File: src/rtl/hack_ram_loader.sv
// Byte-stream loader for the Hack data RAM: packs bytes big-endian into words and fills a region.
// Define HACK_LOADER_CHECKSUM_EN to require a trailing 16-bit sum word after the data.
module hack_ram_loader #(
  parameter int ADDR_W = 14
) (
  input  logic              clock,
  input  logic              reset,
  input  logic              start,
  input  logic [ADDR_W-1:0] base_addr,
  input  logic [ADDR_W:0]   word_count,
  input  logic              byte_valid,
  input  logic [7:0]        byte_data,
  output logic              byte_ready,
  output logic              ram_load,
  output logic [15:0]       ram_in,
  output logic [ADDR_W-1:0] ram_addr,
  output logic              busy,
  output logic              done,
  output logic              csum_err
);

  typedef enum logic [2:0] {
    IDLE,
    HI,
    LO,
    WRITE,
`ifdef HACK_LOADER_CHECKSUM_EN
    CSUM_HI,
    CSUM_LO,
`endif
    DONE
  } state_t;

  state_t            state_reg, state_next;
  logic [ADDR_W-1:0] addr_reg;
  logic [ADDR_W:0]   remain_reg;
  logic [7:0]        hi_reg;
  logic [15:0]       ram_in_reg;
  logic [ADDR_W-1:0] ram_addr_reg;
  logic              byte_take;
  logic              start_take;

  assign byte_take  = byte_valid & byte_ready;
  assign start_take = start & (state_reg == IDLE);

  always_ff @(posedge clock or posedge reset) begin
    if (reset) state_reg <= IDLE;
    else       state_reg <= state_next;
  end

  always_comb begin
    state_next = state_reg;
    byte_ready = 1'b0;
    ram_load   = 1'b0;
    busy       = 1'b1;
    done       = 1'b0;
    case (state_reg)
      IDLE: begin
        busy = 1'b0;
        if (start) state_next = (word_count == '0) ? DONE : HI;
      end
      HI: begin
        byte_ready = 1'b1;
        if (byte_valid) state_next = LO;
      end
      LO: begin
        byte_ready = 1'b1;
        if (byte_valid) state_next = WRITE;
      end
      WRITE: begin
        ram_load = 1'b1;
        // remain_reg still holds the pre-decrement count here
        if (remain_reg > (ADDR_W+1)'(1)) state_next = HI;
`ifdef HACK_LOADER_CHECKSUM_EN
        else                             state_next = CSUM_HI;
`else
        else                             state_next = DONE;
`endif
      end
`ifdef HACK_LOADER_CHECKSUM_EN
      CSUM_HI: begin
        byte_ready = 1'b1;
        if (byte_valid) state_next = CSUM_LO;
      end
      CSUM_LO: begin
        byte_ready = 1'b1;
        if (byte_valid) state_next = DONE;
      end
`endif
      DONE: begin
        done       = 1'b1;
        state_next = IDLE;
      end
      default: state_next = IDLE;
    endcase
  end

  // Write-port registers load with the low byte so they are stable for the whole WRITE cycle
  // and hold afterwards.
  always_ff @(posedge clock or posedge reset) begin
    if (reset) begin
      addr_reg     <= '0;
      remain_reg   <= '0;
      hi_reg       <= '0;
      ram_in_reg   <= '0;
      ram_addr_reg <= '0;
    end else begin
      if (start_take) begin
        addr_reg   <= base_addr;
        remain_reg <= word_count;
      end
      if (byte_take && state_reg == HI) hi_reg <= byte_data;
      if (byte_take && state_reg == LO) begin
        ram_in_reg   <= {hi_reg, byte_data};
        ram_addr_reg <= addr_reg;
      end
      if (state_reg == WRITE) begin
        addr_reg   <= addr_reg + 1'b1;
        remain_reg <= remain_reg - 1'b1;
      end
    end
  end

  assign ram_in   = ram_in_reg;
  assign ram_addr = ram_addr_reg;

`ifdef HACK_LOADER_CHECKSUM_EN
  logic [15:0] sum_reg;
  logic [7:0]  csum_hi_reg;
  logic        csum_err_reg;

  always_ff @(posedge clock or posedge reset) begin
    if (reset) begin
      sum_reg      <= '0;
      csum_hi_reg  <= '0;
      csum_err_reg <= 1'b0;
    end else begin
      if (start_take) begin
        sum_reg      <= '0;
        csum_err_reg <= 1'b0;
      end
      if (state_reg == WRITE) sum_reg <= sum_reg + ram_in_reg;
      if (byte_take && state_reg == CSUM_HI) csum_hi_reg <= byte_data;
      if (byte_take && state_reg == CSUM_LO) csum_err_reg <= ({csum_hi_reg, byte_data} != sum_reg);
    end
  end

  assign csum_err = csum_err_reg;
`else
  assign csum_err = 1'b0;
`endif

endmodule

File: config.mk
export PLATFORM = sky130hd
export DESIGN_NAME = hack_ram_loader
export DESIGN_NICKNAME = d
export VERILOG_FILES = /design/src/rtl/hack_ram_loader.sv
export SDC_FILE = /design/constraint.sdc
export NUM_CORES = 1
export LEC_CHECK = 0
export ABC_AREA = 1
export CAP_MARGIN = 20
export CORE_MARGIN = 2
export CORE_UTILIZATION = 55
export CTS_BUF_LIST = sky130_fd_sc_hd__clkbuf_8
export CTS_CLUSTER_SIZE = 8
export DETAILED_ROUTE_END_ITERATION = 16
export PLACE_DENSITY = 0.9
export SETUP_SLACK_MARGIN = 0.5
export SYNTH_ARGS = -nofsm -noshare
export SYNTH_HDL_FRONTEND = slang
export SYNTH_SLANG_ARGS = --single-unit
File: constraint.sdc
create_clock -name clock -period 6.1 [get_ports clock]
set_clock_uncertainty 0.1 [all_clocks]
set_input_delay 1.22 -clock clock [delete_from_list [all_inputs] [get_ports clock]]
set_output_delay 1.22 -clock clock [all_outputs]
set_load 0.01 [all_outputs]
; ---- Yosys cells after proc, flatten, opt, wreduce, memory -nomap -nowiden
; Cells that the tools add are included.
[word_totals]
mem_bits_ro = 0
elab_cells = 39
latchBits = 0
ramBits = 0
n_memories = 0
ff_bits = 70
output_inout_bits = 35
input_bits = 41
[classes]
n_reduce_logical = 7
n_shift = 0
multipliers = 0
mux = 14
order_cmp = 1
bitwise_logic = 2
n_addsub = 2
n_eq_ne = 7
div_mod_pow = 0
[op_table]
columns = op, n
row1 = $mux W15, 2
row2 = $mux W14, 2
row3 = $gt A15 B1 Y1 const B, 1
row4 = $logic_not A15 Y1, 1
row5 = $mux W3, 5
row6 = $sub A15 B1 Y15 const B, 1
row7 = $add A14 B1 Y14 const B, 1
row8 = $pmux W3 S4, 1
row9 = $eq A3 B2 Y1 const B, 2
row10 = $ne A2 B2 Y1 const B, 3
row11 = $mux W1, 4
row12 = $eq A3 B1 Y1 const B, 1
row13 = $eq A3 B3 Y1 const B, 1
row14 = $logic_not A3 Y1, 1
row15 = $reduce_and A3 Y1, 1
row16 = $and A1 B1 Y1, 2
row17 = $logic_and A1 B1 Y1, 2
row18 = $reduce_bool A2 Y1, 1
row19 = $reduce_or A2 Y1, 1

; ---- Depth between registers and ports, before layout
; Gate-level depths: netlist of run 1.
[depth]
ltp_word = 5
mapped_depth = 9
ltp_nobuf = 9

; ---- Worst setup path after synthesis of run 1
; Ideal clock, no wire load.
[synth_timing]
path_kind = flip-flop to output port
startpoint = register state_reg[2]
endpoint = output ram_load
required_ns = 4.780
path_slack_ns = 3.890
path_stages_with_launch = 5
t_arrival_ns = 0.890
n_path_buf = 1
path_cell_list = dfrtp_1 > nor2_4 > nand2_2 > inv_2 > buf_2
[synth_via]
elab_chain_len = 2
[synth_lines]
columns = element, line
row1 = start: declaration, 34  ; state_t state_reg, state_next;
row2 = start signal: assignment, 48  ; else state_reg <= state_next;
row3 = $eq A3 B2 Y1, 57  ; case (state_reg)
row4 = $mux W1, 57
row5 = end: declaration, 14  ; output logic ram_load,
; No other way between the ends.

; ---- Worst setup path after layout of run 1
; Ends and elaborated chain as after synthesis.

==> impl_metrics.yaml, run 1 <==
status:
  status: "complete, no violations"
worst_hold_path:
  hold_start: "ram_in[9]"
  hold_depth: 2
  holdPathEnd: "ram_in[9]"
  hold_path_class: "flip-flop to flip-flop"
setup_path:
  r2r_end: "addr_reg[12]"
  reg2reg_from: "state_reg[2]"
  worst_setup_path_start_kind: "flip-flop"
  rr_worst_depth: 9
  reg2reg_slack_ns: 3.44
  required_ns: 4.78
  endpoint_kind: "output port"
  crit_fanout: 32
  arrival_ns: 2.45
  worstSetupPathType: "flip-flop to output port"
timing:
  period_needed_ns: 3.77
  worstMarginPinSlew_ns: 0.898
  timing.final.crit_share: 0.618
  maxSlewViolCount: 0
  grt_setup_unrepaired: "no"
  hold_viol: 0
  fmax_mhz: 265
  setup_viol: 0
  relSlewSlack: 0.401
  holdWs_ns: 0.390
  tns_ns: 0
global_routing:
  grt_max_degree: 71
  antenna_found_initial: 0
  grt_busiest_layer: "met2"
  grt_util_met2: 0.411
  grt_pass1_wl_mm: 13.8
  grt_overflow: 0
  grt_pass1_vias: 3050
  use_met1: 0.303
  grt_use_total: 0.241
  grtUsageMet3: 0.0428
die:
  fp.coreArea_sq_um: 6350
  ioPinCount: 76
  start_util: 0.569
  fp.dieH_um: 85.0
  rows: 29
  die_w_um: 85.0
  die-area_sq_um: 7230
layout:
  area.growth.synth_to_final_pct: 27.0
  final_common_cell: "nand2_1"
  final_cell_mix: "nand2_1 (118), clkdlybuf4s50_1 (74), dfrtp_1 (70), nor2_1 (54), inv_1 (48)"
  final_nets: 565
  largest_reg_flops: 16
  drive_gt1_frac: 0.0610
  fillCellCount: 486
  antenna_cells: 0
  final_cells: 602
  fin_util: 0.722
placement:
  gp_congestion: 0.870
  place_inst: 587
  io_buffers: 74
  dp_hpwl_mm: 5.76
route:
  vias_per_cell: 5.42
  postRouteAntennaNets: 0
  routed_wl_mm: 8.51
  wl_per_cell_um: 14.1
  first_iter_violations: 225
  drc: 0
  drt_pass1_iterations: 5
  vias: 3260
logic_synthesis:
  synth_cell_type_count: 34
  synth_cells: 452
  synth-seq-cells: 70
  syn_area_sq_um: 3610
  seq_area_frac_synth: 0.485
  yosysWarnings: 0
  synth.net_count: 496
  avgSynthCellArea_sq_um: 7.99
clock_network:
  clock_latency_ns: 0.35
  cts-hold-fix-buffers: 0
  cts_tree: "done"
  clkTransAtPathRegs_ns: 0.08
  cts-htree-levels: 3
  cts.sinks: 70
  cts_max_path_buffers: 2
  cts_root_buf: "clkbuf_8"
  post-cts-setup-buffers: 0
  ctsResizeCount: 0
  cts_buffers: 9
power:
  power_mw: 2.33
  pwr_density_cell_nw_per_um2: 508
  vdd_ir_drop_max_mv: 0.301
  p_leak_nw: 2.10
flow_run:
  maxCapViolCount: 0
worst max path at each step:
| stage | startpoint | end | cells after the start |
|---|---|---|---|
| 6_report | state_reg[2] | ram_load | 4 |
| 5_1_grt | state_reg[2] | ram_load | 4 |
| 4_1_cts | state_reg[2] | ram_load | 4 |
| 3_5_place_dp | start | addr_reg[5] | 8 |
| 3_3_place_gp | start | addr_reg[5] | 8 |
| 2_1_floorplan | reset | addr_reg[0] | 1 |
synthesized netlist by cell type:
cell type	instances	area share
mux2_1	12	0.037
nor3b_1	1	0.0021
o21bai_1	1	0.0021
nor3_1	4	0.0055
inv_1	49	0.051
o211ai_1	9	0.019
nor2_1	54	0.056
o22ai_1	1	0.0017
nand3_1	34	0.047
nand2_2	3	0.0052
buf_2	7	0.0097
nor3_2	1	0.0028
nor2_2	3	0.0052
ha_1	3	0.010
clkbuf_1	1	0.0010
a21oi_1	4	0.0055
nand2_1	118	0.12
nand3b_1	1	0.0021
dfrtp_1	70	0.49
o311ai_1	1	0.0024
o21ai_1	20	0.028
and2_1	1	0.0017
nand4_1	6	0.010
o21a_1	1	0.0021
a31oi_1	1	0.0017
xor2_1	4	0.0097
conb_1	1	0.0010
inv_2	4	0.0042
buf_4	6	0.012
a211oi_1	2	0.0042
o21ai_0	23	0.032
buf_6	3	0.0094
nor2_4	2	0.0062
o211ai_2	1	0.0035
layer usage:
layer	vias to the layer above	part of all wire
met5	-	0
met4	0	0.024
met3	16	0.057
met2	117	0.50
met1	1541	0.42
li1	1586	-
cell type report:
| cell class | count | area [sq um] | share of cell area |
|---|---|---|---|
| Timing Repair Buffer | 75 | 748 | 0.163 |
| Clock buffer | 10 | 138 | 0.0300 |
| Clock inverter | 5 | 106 | 0.0232 |
| Multi-Input combinational cell | 312 | 1550 | 0.337 |
| Tap cell | 77 | 96.3 | 0.0210 |
| Inverter | 53 | 199 | 0.0434 |
| Sequential cell | 70 | 1750 | 0.382 |
power breakdown:
group	total [mW]	internal, mW	switching (mW)	leakage, nW
clock	0.459	0.282	0.177	0.119
sequential	0.861	0.693	0.168	0.854
combinational	1.01	0.441	0.569	1.13
worst max-delay path: stages (launching register included):
cell,delay (ns)
dfrtp_1,0.45
nor2_4,0.16
nand2_2,0.29
inv_2,0.54
clkdlybuf4s50_1,0.64
logic make-up after synthesis:
group                    after synthesis  share of synthesized area
multiplexers                          12                     0.0374
buffers and inverters                 70                     0.0877
adder cells (fa/ha/maj)                3                     0.0104
AO/OA/AOI/OAI                         64                      0.102
XOR/XNOR                               4                    0.00970
AND/OR/NAND/NOR                      228                      0.267
other                                  1                    0.00104
flip-flops                            70                      0.485
stage by stage:
stage	instance area [sq um]	worst slack, ns
floorplan	3610	3.01
global placement	4340	2.47
detailed placement	4340	2.39
CTS	4590	2.34
global route	4590	2.21
finish	4590	2.33
Note: power is estimated with default switching activity, not from simulation.
==> inputs of run 2 (changes only) <==
--- a/config.mk
+++ b/config.mk
@@ -8,11 +8,11 @@
 export ABC_AREA = 1
 export CAP_MARGIN = 20
 export CORE_MARGIN = 2
-export CORE_UTILIZATION = 55
+export CORE_UTILIZATION = 53
 export CTS_BUF_LIST = sky130_fd_sc_hd__clkbuf_8
 export CTS_CLUSTER_SIZE = 8
 export DETAILED_ROUTE_END_ITERATION = 16
-export PLACE_DENSITY = 0.9
+export PLACE_DENSITY = 0.88
 export SETUP_SLACK_MARGIN = 0.5
 export SYNTH_ARGS = -nofsm -noshare
 export SYNTH_HDL_FRONTEND = slang
==> constraint.sdc (replaced) <==
create_clock -name clock -period 3.75 [get_ports clock]
set_clock_uncertainty 0.1 [all_clocks]
set_input_delay 0.75 -clock clock [delete_from_list [all_inputs] [get_ports clock]]
set_output_delay 0.75 -clock clock [all_outputs]
set_load 0.01 [all_outputs]
==> impl_metrics.yaml, run 2 (same netlist as run 1, synthesis figures left out) <==
status:
  status: "complete, no violations"
die:
  rows: 30
  fp.dieH_um: 86.5
  fp.coreArea_sq_um: 6680
  die-area_sq_um: 7490
  ioPinCount: 76
  die_w_um: 86.5
  start_util: 0.540
clock_network:
  clock_latency_ns: 0.35
  cts_buffers: 9
  cts-hold-fix-buffers: 0
  ctsResizeCount: 0
  post-cts-setup-buffers: 0
  cts.sinks: 70
  cts_max_path_buffers: 2
  cts_tree: "done"
  clkTransAtPathRegs_ns: 0.08
  cts_root_buf: "clkbuf_8"
  cts-htree-levels: 3
route:
  first_iter_violations: 269
  drc: 0
  wl_per_cell_um: 13.7
  postRouteAntennaNets: 0
  vias: 3247
  routed_wl_mm: 8.36
  vias_per_cell: 5.32
  drt_pass1_iterations: 5
setup_path:
  worstSetupPathType: "flip-flop to output port"
  critical_path_cell_count: 4
  rr_worst_depth: 9
  cpMaxStageDelayCell: "clkdlybuf4s50_1"
  cp_num_buf_inv: 2
  crit_family: "buffers and inverters"
  reg2reg_slack_ns: 1.58
  cpPeakStageDelay_ns: 0.54
  timing.critical_path.from: "state_reg[2]"
  endpoint_kind: "output port"
  worstPathCellList: "nor2_4 -> nand2_2 -> inv_2 -> clkdlybuf4s50_1"
  critical_path.endpoint: "ram_load"
  r2r_end: "addr_reg[5]"
  required_ns: 2.90
  worst_setup_path_start_kind: "flip-flop"
  reg2reg_from: "state_reg[2]"
  arrival_ns: 1.94
  crit_fanout: 21
layout:
  area.growth.synth_to_final_pct: 26.7
  fillCellCount: 536
  final_cell_mix: "nand2_1 (118), clkdlybuf4s50_1 (74), dfrtp_1 (70), nor2_1 (54), inv_1 (49)"
  drive_gt1_frac: 0.0679
  final_nets: 569
  final_cells: 610
  antenna_cells: 0
  final_common_cell: "nand2_1"
  largest_reg_flops: 16
  fin_area_sq_um: 4570
timing:
  period_needed_ns: 2.79
  timing.final.crit_share: 0.745
  setup_slack_ns: 0.957
  fmax_mhz: 358
  relSlewSlack: 0.627
  setup_viol: 0
  tns_ns: 0
  worstMarginPinSlew_ns: 0.559
  maxSlewViolCount: 0
  hold_viol: 0
  grt_setup_unrepaired: "no"
placement:
  dp_slack_ns: 1.02
  place_inst: 594
  dp_hpwl_mm: 6.04
  io_buffers: 74
  placed_area_sq_um: 4380
  gp_congestion: 0.889
global_routing:
  antenna_found_initial: 0
  grt_max_degree: 49
  grt_pass1_vias: 3108
  grt_overflow: 0
  grt_pass1_wl_mm: 14.0
  grt_use_total: 0.237
power:
  vdd_ir_drop_max_mv: 0.383
  power_mw: 3.66
  p_leak_nw: 2.09
  pwr_density_cell_nw_per_um2: 800
worst_hold_path:
  hold_path_class: "flip-flop to flip-flop"
flow_run:
  maxCapViolCount: 0
run 2: how the worst min path moves through the flow:
stage | startpoint | to | depth (start not counted)
4_1_cts | ram_addr[10] | ram_addr[10] | 2
3_5_place_dp | ram_addr[10] | ram_addr[10] | 2
6_report | ram_addr[1] | ram_addr[1] | 1
3_3_place_gp | ram_in[10] | ram_in[10] | 2
5_1_grt | ram_in[2] | ram_in[2] | 1
2_1_floorplan | addr_reg[12] | addr_reg[12] | 2
run 2: per-stage QoR:
step	util	hold WS (ns)
finish	0.685	0.398
global route	0.685	0.421
CTS	0.685	0.395
detailed placement	0.655	0.377
global placement	0.655	0.367
floorplan	-	0.371
run 2: cell type report:
| cell class | count | area (sq um) | area share |
|---|---|---|---|
| Sequential cell | 70 | 1750 | 0.383 |
| Multi-Input combinational cell | 312 | 1550 | 0.338 |
| Timing Repair Buffer | 79 | 778 | 0.170 |
| Inverter | 53 | 199 | 0.0435 |
| Clock buffer | 9 | 124 | 0.0271 |
| Tap cell | 80 | 100 | 0.0219 |
| Clock inverter | 7 | 73.8 | 0.0161 |
run 2: where the power goes:
part / internal [mW] / switching [mW] / leakage [nW]
sequential: 1.13 / 0.272 / 0.854
clock: 0.308 / 0.303 / 0.0933
combinational: 0.728 / 0.924 / 1.15
total: 2.16 / 1.50 / 2.09
run 2: routing by layer:
| layer | vias to the layer above | GRT usage | share of wire |
|---|---|---|---|
| met4 | 0 | 0.0866 | 0.020 |
| met2 | 123 | 0.387 | 0.48 |
| met1 | 1515 | 0.311 | 0.43 |
| met3 | 17 | 0.0533 | 0.065 |
| met5 | - | 0 | 0 |
| li1 | 1592 | - | - |
==> inputs of run 3 (changes only) <==
==> constraint.sdc (replaced) <==
create_clock -name clock -period 2.9 [get_ports clock]
set_clock_uncertainty 0.1 [all_clocks]
set_input_delay 0.58 -clock clock [delete_from_list [all_inputs] [get_ports clock]]
set_output_delay 0.58 -clock clock [all_outputs]
set_load 0.01 [all_outputs]
==> impl_metrics.yaml, run 3 (same netlist as run 1, synthesis figures left out) <==
placement:
  io_buffers: 74
  dp_hpwl_mm: 6.10
  gp_congestion: 0.895
layout:
  final_nets: 569
  drive_gt1_frac: 0.0717
  final_common_cell: "nand2_1"
  largest_reg_flops: 16
  antenna_cells: 0
  fin_util: 0.692
  area.growth.synth_to_final_pct: 28.1
  final_cell_mix: "nand2_1 (118), clkdlybuf4s50_1 (73), dfrtp_1 (69), nor2_1 (54), inv_1 (48)"
setup_path:
  crit_fanout: 4
  rr_worst_depth: 3
  endpoint_kind: "output port"
  worstSetupPathType: "flip-flop to output port"
  arrival_ns: 1.62
  reg2reg_slack_ns: 0.92
  reg2reg_from: "state_reg[2]"
  required_ns: 2.22
  worst_setup_path_start_kind: "flip-flop"
  r2r_end: "ram_addr[7]"
clock_network:
  cts-htree-levels: 3
  cts_buffers: 9
  clkTransAtPathRegs_ns: 0.08
  cts.sinks: 70
  cts_tree: "done"
  cts_max_path_buffers: 2
  clock_latency_ns: 0.36
  post-cts-setup-buffers: 0
  cts_root_buf: "clkbuf_8"
global_routing:
  grt_pass1_vias: 3134
  grt_max_degree: 46
  antenna_found_initial: 0
  grt_pass1_wl_mm: 14.0
  grt_overflow: 0
  grt_use_total: 0.240
route:
  vias_per_cell: 5.39
  routed_wl_mm: 8.55
  postRouteAntennaNets: 0
  drc: 0
  drt_pass1_iterations: 5
  route.layer.met1.wl_mm: 3.57
  top_layer: "met4"
  first_iter_violations: 249
  met2WireLength_mm: 4.30
  vias: 3289
  wl_met3_um: 452
  wl_per_cell_um: 14.0
worst_hold_path:
  hold_depth: 2
  hold_start: "ram_in[13]"
  holdPathEnd: "ram_in[13]"
  hold_path_class: "flip-flop to flip-flop"
timing:
  period_needed_ns: 2.30
  worstMarginPinSlew_ns: 0.749
  maxSlewViolCount: 0
  hold_viol: 0
  tns_ns: 0
  setup_viol: 0
  relSlewSlack: 0.500
  fmax_mhz: 434
  grt_setup_unrepaired: "no"
  timing.final.crit_share: 0.794
die:
  ioPinCount: 76
  die_w_um: 86.5
  die-area_sq_um: 7490
  fp.coreArea_sq_um: 6680
  start_util: 0.540
  fp.dieH_um: 86.5
  rows: 30
power:
  p_leak_nw: 2.12
  pwr_density_cell_nw_per_um2: 1050
  vdd_ir_drop_max_mv: 0.601
flow_run:
  maxCapViolCount: 0
status:
  status: "complete, no violations"
-- run 3: power breakdown --
group | leakage [nW] | switching, mW | internal, mW | total, mW
Sequential | 0.852 | 0.346 | 1.46 | 1.80
Combinational | 1.16 | 1.21 | 0.947 | 2.16
Clock | 0.112 | 0.417 | 0.497 | 0.914
Total | 2.12 | 1.98 | 2.90 | 4.88
-- run 3: worst max path at each step --
stage | slack [ns] | end | cells past startpoint | start
2_1_floorplan | 1.33 | ram_load | 4 | state_reg[2]
5_1_grt | 0.52 | ram_load | 4 | state_reg[2]
6_report | 0.60 | ram_load | 4 | state_reg[2]
3_5_place_dp | 0.43 | ram_addr[7] | 3 | byte_valid
3_3_place_gp | 0.48 | ram_addr[8] | 3 | byte_valid
4_1_cts | 0.51 | byte_ready | 4 | state_reg[2]
-- run 3: area by class of cell --
| cell class | count | area [sq um] |
|---|---|---|
| sequential | 70 | 1750 |
| clock buffer | 9 | 124 |
| fill | 522 | 2060 |
| clock inverter | 7 | 105 |
| tap | 80 | 100 |
| multi-input combinational | 312 | 1550 |
| inverter | 53 | 203 |
| timing repair buffer | 79 | 793 |
-- run 3: per-layer routing --
metal / up-vias / global-route usage
li1: 1602 / -
met1: 1550 / 0.301
met2: 117 / 0.398
met3: 20 / 0.0476
met4: 0 / 0.116
met5: - / 0
-- run 3: critical path, stage by stage, from the launching register on --
cell,delay [ns]
dfrtp_2,0.45
nor2_4,0.15
nand2_2,0.08
inv_2,0.06
clkdlybuf4s50_1,0.53
-- run 3: timing repair --
item / 4_1_cts / 5_1_grt
endpoints found under the setup margin: 1 / 1
gates resized for setup: 1 / 1
hold buffers: 0 / 0
cloned: 0 / 0
-- run 3: metrics by stage --
step | total power, mW | hold slack, ns | worst slack [ns] | std cells | area, sq um
CTS | 4.89 | 0.394 | 0.507 | 610 | 4620
global route | 5.23 | 0.411 | 0.517 | 610 | 4630
floorplan | 3.12 | 0.371 | 1.33 | 452 | 3610
finish | 4.88 | 0.393 | 0.597 | 610 | 4630
global placement | 3.84 | 0.367 | 0.480 | 594 | 4390
detailed placement | 3.96 | 0.373 | 0.426 | 594 | 4390
